## src/rtl/pwm_deadband.sv

```systemverilog
// Complementary PWM driver with programmable dead time between the high-side
// and low-side gate drives, plus an optional latched fault input.
// Build option: define PWM_DB_TRIP_EN to include the trip/trip_clr fault latch;
// without it the trip inputs are ignored and tripped stays 0.
module pwm_deadband #(
    parameter int unsigned DB_W = 8
) (
    input  logic            clk,
    input  logic            rst,
    input  logic            enable,
    input  logic            pwm_in,
    input  logic [DB_W-1:0] db_rise,
    input  logic [DB_W-1:0] db_fall,
    input  logic            trip,
    input  logic            trip_clr,
    output logic            pwm_h,
    output logic            pwm_l,
    output logic            db_active,
    output logic            tripped
);

    typedef enum logic [2:0] {
        S_IDLE    = 3'd0,
        S_LOW_ON  = 3'd1,
        S_DT_RISE = 3'd2,
        S_HIGH_ON = 3'd3,
        S_DT_FALL = 3'd4
    } state_e;

    state_e          state_q, state_d;
    logic [DB_W-1:0] cnt_q, cnt_d;
    logic            pwm_in_q;
    logic            pwm_h_q, pwm_h_d;
    logic            pwm_l_q, pwm_l_d;
    logic            db_active_q, db_active_d;
    logic            fault_c;

`ifdef PWM_DB_TRIP_EN
    logic tripped_q, tripped_d;

    // Fault latch: set by trip, cleared only by trip_clr while trip is low.
    always_comb begin
        tripped_d = tripped_q;
        if (trip) begin
            tripped_d = 1'b1;
        end else if (trip_clr) begin
            tripped_d = 1'b0;
        end
    end

    // Fault flag register.
    always_ff @(posedge clk or posedge rst) begin
        if (rst) begin
            tripped_q <= 1'b0;
        end else begin
            tripped_q <= tripped_d;
        end
    end

    assign fault_c = trip | tripped_q;
    assign tripped = tripped_q;
`else
    logic unused_trip;

    assign unused_trip = trip ^ trip_clr;
    assign fault_c     = 1'b0;
    assign tripped     = 1'b0;
`endif

    // Single-stage input register; the FSM only looks at the registered copy.
    always_ff @(posedge clk or posedge rst) begin
        if (rst) begin
            pwm_in_q <= 1'b0;
        end else begin
            pwm_in_q <= pwm_in;
        end
    end

    // State and dead-time counter registers.
    always_ff @(posedge clk or posedge rst) begin
        if (rst) begin
            state_q <= S_IDLE;
            cnt_q   <= '0;
        end else begin
            state_q <= state_d;
            cnt_q   <= cnt_d;
        end
    end

    // Next-state logic; fault beats enable, enable beats the PWM input.
    always_comb begin
        state_d = state_q;
        cnt_d   = cnt_q;
        if (fault_c || !enable) begin
            state_d = S_IDLE;
            cnt_d   = '0;
        end else begin
            case (state_q)
                S_IDLE: begin
                    // Outputs are already off, so the high side still gets
                    // a full dead-time window loaded from db_rise.
                    if (pwm_in_q) begin
                        state_d = S_DT_RISE;
                        cnt_d   = db_rise;
                    end else begin
                        state_d = S_LOW_ON;
                    end
                end
                S_LOW_ON: begin
                    if (pwm_in_q) begin
                        if (db_rise == '0) begin
                            state_d = S_HIGH_ON;
                        end else begin
                            state_d = S_DT_RISE;
                            cnt_d   = db_rise;
                        end
                    end
                end
                S_DT_RISE: begin
                    // A pulse shorter than the dead time is swallowed.
                    if (!pwm_in_q) begin
                        state_d = S_LOW_ON;
                        cnt_d   = '0;
                    end else if (cnt_q <= DB_W'(1)) begin
                        state_d = S_HIGH_ON;
                        cnt_d   = '0;
                    end else begin
                        cnt_d = cnt_q - DB_W'(1);
                    end
                end
                S_HIGH_ON: begin
                    if (!pwm_in_q) begin
                        if (db_fall == '0) begin
                            state_d = S_LOW_ON;
                        end else begin
                            state_d = S_DT_FALL;
                            cnt_d   = db_fall;
                        end
                    end
                end
                S_DT_FALL: begin
                    if (pwm_in_q) begin
                        state_d = S_HIGH_ON;
                        cnt_d   = '0;
                    end else if (cnt_q <= DB_W'(1)) begin
                        state_d = S_LOW_ON;
                        cnt_d   = '0;
                    end else begin
                        cnt_d = cnt_q - DB_W'(1);
                    end
                end
                default: begin
                    state_d = S_IDLE;
                    cnt_d   = '0;
                end
            endcase
        end
    end

    // Output decode from the next state so outputs move on the same edge.
    always_comb begin
        pwm_h_d     = 1'b0;
        pwm_l_d     = 1'b0;
        db_active_d = 1'b0;
        case (state_d)
            S_LOW_ON:  pwm_l_d     = 1'b1;
            S_HIGH_ON: pwm_h_d     = 1'b1;
            S_DT_RISE: db_active_d = 1'b1;
            S_DT_FALL: db_active_d = 1'b1;
            default: begin
                pwm_h_d     = 1'b0;
                pwm_l_d     = 1'b0;
                db_active_d = 1'b0;
            end
        endcase
    end

    // Registered gate drives and dead-time flag.
    always_ff @(posedge clk or posedge rst) begin
        if (rst) begin
            pwm_h_q     <= 1'b0;
            pwm_l_q     <= 1'b0;
            db_active_q <= 1'b0;
        end else begin
            pwm_h_q     <= pwm_h_d;
            pwm_l_q     <= pwm_l_d;
            db_active_q <= db_active_d;
        end
    end

    assign pwm_h     = pwm_h_q;
    assign pwm_l     = pwm_l_q;
    assign db_active = db_active_q;

endmodule

```

## config.mk

```make
export PLATFORM = sky130hd
export DESIGN_NAME = pwm_deadband
export DESIGN_NICKNAME = d
export VERILOG_FILES = /design/src/rtl/pwm_deadband.sv
export SDC_FILE = /design/constraint.sdc
export NUM_CORES = 1
export LEC_CHECK = 0
export ABC_AREA = 1
export BUFFER_PORTS_ARGS = -buffer_cell sky130_fd_sc_hd__clkbuf_2
export CAP_MARGIN = 20
export CORE_ASPECT_RATIO = 0.8
export CORE_MARGIN = 2
export CORE_UTILIZATION = 30
export CTS_BUF_LIST = sky130_fd_sc_hd__clkbuf_8
export DETAILED_ROUTE_END_ITERATION = 10
export GPL_TIMING_DRIVEN = 0
export PLACE_DENSITY = 0.5
export SETUP_SLACK_MARGIN = 0.05
export SLEW_MARGIN = 25
export SYNTH_ARGS = -nofsm -noshare
export SYNTH_HDL_FRONTEND = slang
export SYNTH_SLANG_ARGS = --single-unit
```

## constraint.sdc

```tcl
create_clock -name clk -period 1.9 [get_ports clk]
set_clock_uncertainty 0.2 [all_clocks]
set_input_delay 0.38 -clock clk [delete_from_list [all_inputs] [get_ports clk]]
set_output_delay 0.38 -clock clk [all_outputs]
set_load 0.005 [all_outputs]
```

* After elaboration in Yosys (flattened, before gate mapping)
Cells that the tools add are included.
** Storage, ports and cells
- Flip-flop bits (word level) :: 15
- Input port bits :: 22
- Output and inout port bits :: 4
- Word-level logic and storage cells :: 50
** Cells by class
- $add $sub $neg :: 1
- Order comparisons :: 1
- Eq/ne operators :: 13
- Muxes and demuxes :: 24
- Reductions and logical operators :: 5
** Operators by type and width (count)
- $mux 8 :: 9
- $pmux 8 s5 :: 1
- $mux 3 :: 8
- $logic_not 8->1 :: 2
- $ne 3x3->1 const B :: 5
- $pmux 3 s5 :: 1
- $eq 3x2->1 const B :: 4
- $le 8x1->1 const B :: 1
- $sub 8x1->8 const B :: 1
- $eq 3x1->1 const B :: 2
- $eq 3x3->1 const B :: 2
- $reduce_and 5->1 :: 1
- $mux 1 :: 4
- $logic_not 3->1 :: 1
- $mux 2 :: 1
- $reduce_or 2->1 :: 1

* Longest topological paths before layout
Gate-level depths: netlist of the first run.
- Depth in word-level cells :: 8
- Gate-level depth with buffers :: 11
- Mapped depth without buffers :: 11

* Least setup slack after synthesis of the first run
Ideal clock, no wire load.
- Path kind :: flip-flop to flip-flop
- From :: register cnt_q[0]
- To :: register pwm_h_q (netlist: pwm_h)
- Library setup time :: 0.116 ns
- Arrival :: 1.374 ns
- Required time :: 1.584 ns
- Path slack :: 0.210 ns
- Stages on the path, launching flop included :: 12
- Path buffers :: 0
- Period minus slack after synthesis :: 1.690 ns
- Cell sequence :: dfrtp_1 -> inv_1 -> ha_1 -> or2_1 -> nand2_1 -> nor2_1 -> nand2_1 -> nand2_1 -> nor2_1 -> nand2_2 -> nand2_1 -> nor2_1
** Between the ends
- Cells in the longest elaborated chain, start to end :: 7
- Elaborated cells on any way between the ends :: 9
- Classes of those cells :: order compare: 1; eq/ne: 1; mux: 7
** Ends and longest elaborated chain
- from (decl) :: line 31 : logic [DB_W-1:0] cnt_q, cnt_d;
- from (signal assigned) :: line 86 : cnt_q <= cnt_d;
- $le 8x1->1 (*) :: line 124, 145
- $mux 3, on equally long branches :: line 145, 124
- $mux 3, on equally long branches :: line 142, 121
- $pmux 3 s5 (*) :: line 98 : case (state_q)
- $mux 3 (*) :: line 94 : if (fault_c || !enable) begin
- $eq 3x2->1 (*) :: line 165 : case (state_d)
- $mux 1 (*) :: line 165
- via pwm_h_d :: line 33 : logic pwm_h_q, pwm_h_d;
- to (signal assigned) :: line 185 : pwm_h_q <= pwm_h_d;
- to (decl) :: line 33
The timed path passes the listed nets; every way through them passes the cells marked *.
A chain may end at the register's enable or synchronous reset.

* Worst setup path in the final report of the first run
- From :: register cnt_q[0]
- To :: register pwm_l_q (netlist: pwm_l)
** Between the ends
- Cells in the longest elaborated chain, start to end :: 7
- Elaborated cells on any way between the ends :: 9
- Classes of those cells :: order compare: 1; eq/ne: 1; mux: 7
** Ends and longest elaborated chain
- $le 8x1->1 (*) :: line 124, 145
- $mux 3, on equally long branches :: line 145, 124
- $mux 3, on equally long branches :: line 142, 121
- $pmux 3 s5 (*) :: line 98
- $mux 3 (*) :: line 94
- $eq 3x1->1 (*) :: line 165
- $mux 1 (*) :: line 165
- via pwm_l_d :: line 34 : logic pwm_l_q, pwm_l_d;
- to (signal assigned) :: line 186 : pwm_l_q <= pwm_l_d;
- to (decl) :: line 34
Marked as above.

==> summary.txt, run 1 <==
outcome = finished with violations
failing checks = hold timing
Inserted Clock Buffers = 3
final worst path period need = 1740 ps
Post-Synthesis Cells = 188
Final Max Slew Viols = 0
Max Cap Viol = 0
clock sink total = 15
HP Class = primary input to asynchronous set/reset pin
Final setup viols = 0
initial core utilization = 30.74%
Peak supply drop = 0.2365 mV
layout cell share with drive strength beyond 1 = 29.03%
Die Wd = 76.46 µm
Fillers = 455
WL per Instance = 11.39 µm
Rel. slew slack = 57.85%
Syn Nets = 212
CP Class = flip-flop to flip-flop
syn_area_per_cell = 6.702 µm²
CTS tree = done
core area = 4099 µm²
Ports = 26
Die Footprint = 4738 µm²
Power Density = 655.8 nW/µm²
Clk Latency, worst-skew pair = 250 ps
Max clock buf depth = 2
post-route setup slack = 159.7 ps
placed cell area = 1436 µm²
Pleak = 0.8211 nW
Post-Route WL = 3120 µm
H-tree level count = 1
Crit Path Max Fanout = 3
pre-CTS setup slack = 32.78 ps
die height = 61.97 µm
first-pass GRT wire length = 5444 µm
GPL Wtd Cong = 0.8326
Internal = 0.0006485 W
clk slew on worst S/H paths = 70 ps
Final ANT Viol Nets = 0
Synth Register Bits = 15
Port Buf Inserts = 21
Crit-path slowest cell = dfrtp_1
Post-Syn Area = 1260 µm²
vias in the first global route = 1128
Setup TNS = 0 ps
RSZ-0062 raised after global routing = false
part of the power in registers = 36.9%
nets = 242
Ant. Diodes = 0
synth unique cells = 30
Setup crit start kind = flip-flop
pin count of the biggest net entering global routing = 16
period utilization = 91.60%
initial antenna violation count = 0
Sw Ratio = 36.63%
final hold slack = -18.14 ps
detailed-route via count = 1220
net switching power = 0.0003748 W
Clock Power Share = 26.4%
vias per inst = 4.453
Hold Fails Final Rpt = 15
Critical Path Max Stage Delay = 410 ps
First-pass DRT Iterations = 4
Fmax = 574.6 MHz
R2R Setup Slk = 160 ps
gr usage total = 14.95%
DRC Markers = 0
half-perimeter wire length after placement = 2423 µm
Worst Setup End Kind = flip-flop
Layout area overhead = 23.83%
CTS Root Cell = clkbuf_8
Slew @ Worst Pin = 631.5 ps
First DRT Iteration DRCs = 86
cells along the critical path = buf_6, ha_4, or2_4, nand2_2, nor2_2, nand2_1, nand2_1, nor2_1, nand2_2, nand2_2, nor2_1
Gate power share = 36.8%
critical path arrival = 1690 ps
Seq/Total Area, Yosys = 29.79%
Final Instance Area = 1560 µm²
required time worst endpoint = 1850 ps
Yosys warnings = 0
row cnt = 21
hold buffer count at CTS = 0
CP dominant cell by count = nand2_2
Overflow after GRT = 0
[flip-flops by register name, indices dropped and copies added (netlist names)]
register	count
pwm_h	1
pwm_in_q	1
pwm_l	1
db_active	1
cnt_q	8
state_q	3
[kinds of logic (layout without fill, tap and decap cells)]
group                      Yosys count  in the layout  share of synthesized area, %
DFF                                 15             15                         29.79
and+or+nand+nor                    125            125                         45.88
other                                1              1                        0.2976
adders and majority gates            2              2                         1.986
buffers and inverters               26             55                         10.53
xor gates and xnor gates             4              4                         2.780
AOI/OAI and AO/OA                   15             15                         8.738
[through the flow]
stage	total power [W]	utilization [%]	hold slack (ps)	cells
6_report	0.001023	38.06	-18.14	274
5_1_grt	0.001102	38.06	30.33	274
4_1_cts	0.0009899	36.51	16.32	272
3_5_place_dp	0.0007111	35.04	270.9	266
3_3_place_gp	0.0007134	35.04	268.7	266
2_1_floorplan	0.0006251	-	81.48	188
[area by class of cell]
class	count	area, µm²	area share (%)
buffer	6	57.56	3.689
clock buffer	3	41.29	2.646
clock inverter	1	3.754	0.2406
inverter	20	75.07	4.812
multi-input combinational	147	797.0	51.08
sequential	15	375.4	24.06
tap	57	71.32	4.571
timing repair buffer	25	138.9	8.901
[cells in the mapped netlist (all sizes together)]
cell type,count,area [µm²]
inv,20,75.07
nand3,15,92.59
o211ai,1,12.51
o21ai,6,33.78
nor2,27,121.4
or2,1,6.260
a22o,3,26.28
nor3,4,30.03
ha,2,25.02
nand4,5,46.29
dfrtp,15,375.4
nand2,73,281.5
xor2,4,35.03
conb,1,3.750
a21oi,3,22.52
o21bai,2,15.01
buf,6,57.55
[worst paths after layout]
kind                           from          to  cells past startpoint
setup reg to reg           cnt_q[0]       pwm_l                     11
max in group asynchronous       rst  state_q[2]                      2
min in group clk             pwm_in    pwm_in_q                      1
hold reg to reg            cnt_q[4]    cnt_q[4]                      2
setup / recovery           cnt_q[0]       pwm_l                     11
hold / removal                  rst    cnt_q[7]                      2
[per-layer routing]
layer / GRT usage [%] / up-vias / share of wire (%)
li1: - / 649 / -
met1: 21.39 / 531 / 53
met5: 0 / - / 0
met4: 7.013 / 0 / 1.9
met3: 1.734 / 5 / 4.2
met2: 23.01 / 35 / 41
[timing repair]
action	CTS	global route
resized for setup	0	12
buffers inserted	2	2
pin swaps	0	6
endpoints found under the setup margin	8	11
[critical path: cells and delay by family, from the launching register on]
kind	cells	cell delay (ps)
AND/OR/NAND/NOR	9	750
buffers and inverters	1	130
flip-flops	1	410
adder cells (fa/ha/maj)	1	140
[power groups by stage]
stage	Clock [W]	Sequential [W]	Combinational, W
after CTS	0.000275	0.000377	0.000338
after detailed placement	0	0.000384	0.000327
after global routing	0.000288	0.000381	0.000432
after floorplan	0	0.000378	0.000247
after global placement	0	0.000385	0.000329
final	0.000270	0.000377	0.000376
[placed cells by master, fill, tap and decap left out, types with 2 or more instances in the layout]
cell type  synthesis  routed
a21oi_2            2       2
a22o_1             3       3
buf_4              1       4
buf_6              4       5
clkbuf_2           0      21
clkbuf_8           0       3
dfrtp_1           15      15
ha_4               0       2
inv_1             17      17
inv_2              3       4
nand2_1           70      68
nand2_2            3       4
nand3_1           13      12
nand3_2            1       2
nand4_1            4       4
nor2_1            21      20
nor2_2             5       6
nor3_1             2       2
nor3_2             2       2
o21ai_0            3       3
o21ai_1            2       2
o21bai_1           2       2
xor2_1             4       4
Power figures use the tool's default switching activity.
==> run 2, diff against run 1 <==
CORE_ASPECT_RATIO = 1.1   (was 0.8)
==> run 2 against run 1 <==
  * Maximum frequency is 0.69% lower
  * Global-route usage is 0.26 points lower
  * Largest cell class unchanged
  * Cell count is 2.2% lower
  * Register-to-register slack hardly changed
  * Power is 0.83% lower
  * The flow now finishes without violations
==> summary.txt, run 2 (synthesis gave the netlist of run 1 again) <==
core area = 3994 µm²
largest delay contributor family on the critical path = simple AND/OR/NAND/NOR gates
clk slew on worst S/H paths = 70 ps
First-pass DRT Iterations = 4
Final ANT Viol Nets = 0
CP Class = flip-flop to flip-flop
Crit-path slowest cell = dfrtp_1
critical path arrival = 1740 ps
first-pass GRT wire length = 5313 µm
Overflow after GRT = 0
Final Max Slew Viols = 0
Hold Fails Final Rpt = 0
number of flip-flops in the largest register = 8
Inserted Clock Buffers = 3
power after layout = 0.001015 W
CTS Root Cell = clkbuf_8
Slew @ Worst Pin = 581.3 ps
Ant. Diodes = 0
GPL Wtd Cong = 0.8034
final hold slack = 23.57 ps
gr usage total = 14.69%
period utilization = 92.23%
post-route setup slack = 147.6 ps
Max clock buf depth = 2
RSZ-0062 raised after global routing = false
vias in the first global route = 1151
row cnt = 24
final worst path period need = 1752 ps
outcome = complete, no violations
Layout area overhead = 22.34%
nets = 241
die height = 71.97 µm
WL per Instance = 11.78 µm
pre-CTS setup slack = 22.04 ps
Top Registers = cnt_q (8), state_q (3)
most frequent cells in the layout = nand2_1, nor2_1, clkbuf_2, inv_1, dfrtp_1
cells along the critical path = inv_1, ha_4, or2_4, nand3_2, nand2_4, inv_4, nand2_1, nand3_1, nand2_1, nand2_1
CTS tree = done
Final setup viols = 0
Setup crit start kind = flip-flop
vias per inst = 4.429
Max Cap Viol = 0
half-perimeter wire length after placement = 2498 µm
Crit Path Max Fanout = 5
Largest Register = cnt_q
pin count of the biggest net entering global routing = 16
clock sink total = 15
detailed-route via count = 1187
Pleak = 0.8088 nW
Die Wd = 65.79 µm
Worst Setup End Kind = flip-flop
Post-Route WL = 3157 µm
Critical Path Max Stage Delay = 380 ps
Rel. slew slack = 61.20%
initial core utilization = 31.55%
CP dominant cell by count = nand2_1
layout cell share with drive strength beyond 1 = 27.78%
Power Density = 658.3 nW/µm²
First DRT Iteration DRCs = 45
H-tree level count = 1
Peak supply drop = 0.3270 mV
Setup TNS = 0 ps
required time worst endpoint = 1880 ps
initial antenna violation count = 0
Ports = 26
most common cell after layout, fill and taps aside = nand2_1
Die Footprint = 4735 µm²
DRC Markers = 0
Port Buf Inserts = 21
Fmax = 570.6 MHz
HP Class = primary input to flip-flop
Buf/Inv on CP = 2
Clk Latency, worst-skew pair = 260 ps
==> run 2: final cells by class <==
type                            instances  area [µm²]
Clock buffer                            3       41.29
Buffer                                  6       57.56
Fill cell                             452        2452
Sequential cell                        15       376.6
Tap cell                               52       65.06
Multi-Input combinational cell        147       785.8
Inverter                               20       77.57
Clock inverter                          1       7.507
Timing Repair Buffer                   24       130.1
==> run 2: timing repair <==
item,4_1_cts,5_1_grt
gates resized for setup,1,9
hold buffers,1,0
pin swaps,0,3
hold endpoints to repair,15,0
setup buffers,1,1
setup endpoints to repair,4,8
==> run 2: path summary, 6_finish.rpt <==
path,from,end,slack (ps),cells after the start
hold reg to reg,cnt_q[4],cnt_q[4],290,2
max in group asynchronous,rst,cnt_q[1],570,3
setup reg to reg,cnt_q[0],cnt_q[2],150,10
setup / recovery,cnt_q[0],cnt_q[2],150,10
hold / removal,pwm_in,pwm_in_q,20,1
min in group asynchronous,rst,pwm_in_q,500,3
==> run 2: metal layers <==
| layer | vias up | GRT usage (%) | wire (µm) |
|---|---|---|---|
| met3 | 2 | 3.566 | 109 |
| met4 | 0 | 1.389 | 8 |
| li1 | 645 | - | - |
| met5 | - | 0 | 0 |
| met2 | 20 | 24.47 | 1545 |
| met1 | 520 | 20.08 | 1495 |
==> run 2: report_power, final <==
group          total [W]  switching [W]  internal [W]
logic           0.000364       0.000212      0.000151
registers       0.000380      0.0000317      0.000349
clock network   0.000271       0.000123      0.000148
==> run 2: per-stage QoR <==
stage          area (µm²)  util, %  std cells
2_1_floorplan        1260        -        188
3_3_place_gp         1430    35.81        261
3_5_place_dp         1430    35.81        261
4_1_cts              1499    37.53        267
5_1_grt              1541    38.60        268
6_report             1541    38.60        268
==> run 3, diff against run 2 <==
clock period = 2 ns   (was 1.9 ns; I/O delays follow)
==> run 3 against run 2 <==
  * Highest routed layer unchanged
  * Count of clock-buffer cells in the layout did not move
  * First-iteration DRC count up 2.2%
  * Die area is the same
  * Setup slack improved by 42 ps
  * Wire length fell by 0.82%
  * Core utilization decreased by 1.0 points
  * Sequential share of layout area up 0.57 points
  * Global-route usage did not move
  * Largest power group unchanged
  * Hold slack improved by 20 ps
  * Cell count down 0.75%
  * Critical path depth stayed put
==> summary.txt, run 3 (synthesis gave the netlist of run 1 again) <==
CTS tree = done
Clk Latency, worst-skew pair = 260 ps
WL per Instance = 11.77 µm
DRC Markers = 0
Post-Route WL = 3131 µm
Pleak = 0.7899 nW
First-pass DRT Iterations = 4
Hold Crit Depth = 1
initial core utilization = 31.55%
R2R Setup Slk = 190 ps
Ant. Diodes = 0
vias in the first global route = 1151
critical path arrival = 1790 ps
nets = 239
vias per inst = 4.425
Final Max Slew Viols = 0
detailed-route via count = 1177
CTS Root Cell = clkbuf_8
Crit Path Max Fanout = 5
Slew @ Worst Pin = 581.4 ps
RSZ-0062 raised after global routing = true
initial antenna violation count = 0
HP Class = primary input to flip-flop
largest delay contributor family on the critical path = simple AND/OR/NAND/NOR gates
outcome = complete, no violations
Power Density = 624.2 nW/µm²
Ports = 26
First DRT Iteration DRCs = 46
clock sink total = 15
period utilization = 90.52%
GPL Wtd Cong = 0.8034
Setup crit start kind = flip-flop
row cnt = 24
CP Class = flip-flop to flip-flop
layout cell share with drive strength beyond 1 = 25.70%
Rel. slew slack = 61.20%
Layout area overhead = 19.17%
cells along the critical path = inv_1, ha_2, or2_1, nand3_2, nand2_2, inv_4, nand2_1, nand3_1, nand2_1, nand2_1
most common cell after layout, fill and taps aside = nand2_1
power after layout = 0.0009372 W
Reg2Reg Depth = 10
required time worst endpoint = 1980 ps
CP dominant cell by count = nand2_1
clk slew on worst S/H paths = 70 ps
Buf/Inv on CP = 2
postcts setup bufs = 0
number of flip-flops in the largest register = 8
H-tree level count = 1
Hold Fails Final Rpt = 0
half-perimeter wire length after placement = 2498 µm
Final setup viols = 0
Max clock buf depth = 2
Largest Register = cnt_q
pre-CTS setup slack = 122.0 ps
Die Footprint = 4735 µm²
core area = 3994 µm²
pin count of the biggest net entering global routing = 16
Crit-path slowest cell = dfrtp_1
Inserted Clock Buffers = 3
Port Buf Inserts = 21
Critical Path Max Stage Delay = 400 ps
Overflow after GRT = 0
Fmax = 552.4 MHz
most frequent cells in the layout = nand2_1, nor2_1, clkbuf_2, inv_1, dfrtp_1
die height = 71.97 µm
CP Depth = 10
first-pass GRT wire length = 5313 µm
Top Registers = cnt_q (8), state_q (3)
Final ANT Viol Nets = 0
Peak supply drop = 0.3081 mV
Setup TNS = 0 ps
final worst path period need = 1810 ps
Die Wd = 65.79 µm
post-route setup slack = 189.6 ps
gr usage total = 14.69%
Max Cap Viol = 0
Worst Setup End Kind = flip-flop
-- run 3: what timing repair did --
item	CTS	global route
hold buffers	1	0
endpoints found under the setup margin	0	8
hold endpoints to repair	10	0
resized for setup	0	4
-- run 3: cell type report --
type,count,area (µm²)
Tap cell,52,65.06
Clock buffer,3,41.29
Inverter,20,77.57
Clock inverter,1,7.507
Fill cell,454,2492
Buffer,6,57.56
Sequential cell,15,375.4
Timing Repair Buffer,22,115.1
Multi-Input combinational cell,147,762.0
-- run 3: final timing paths --
check / start / end
setup / recovery: cnt_q[0] / cnt_q[2]
hold / removal: pwm_in / pwm_in_q
setup reg to reg: cnt_q[0] / cnt_q[2]
hold reg to reg: cnt_q[4] / cnt_q[4]
max in group asynchronous: rst / cnt_q[3]
min in group asynchronous: rst / pwm_in_q
-- run 3: stage by stage --
step	cell area, µm²	std cells	hold slack, ps	utilization, %
final	1501	266	43.57	37.59
after global routing	1501	266	32.78	37.59
after global placement	1430	261	266.8	35.81
after detailed placement	1430	261	274.0	35.81
after floorplan	1260	188	101.5	-
after CTS	1489	266	39.60	37.28
-- run 3: power by group --
| group | internal, W | switching, W | leakage, nW |
|---|---|---|---|
| Clock | 0.000140 | 0.000116 | 0.0217 |
| Sequential | 0.000331 | 0.0000284 | 0.198 |
| Combinational | 0.000127 | 0.000195 | 0.570 |
-- run 3: routing by layer --
layer	global-route usage (%)	routed length (µm)	part of all wire, %
met1	20.08	1502	48
met2	24.47	1511	48
met3	3.566	109	3.5
met4	1.389	8	0.26
met5	0	0	0
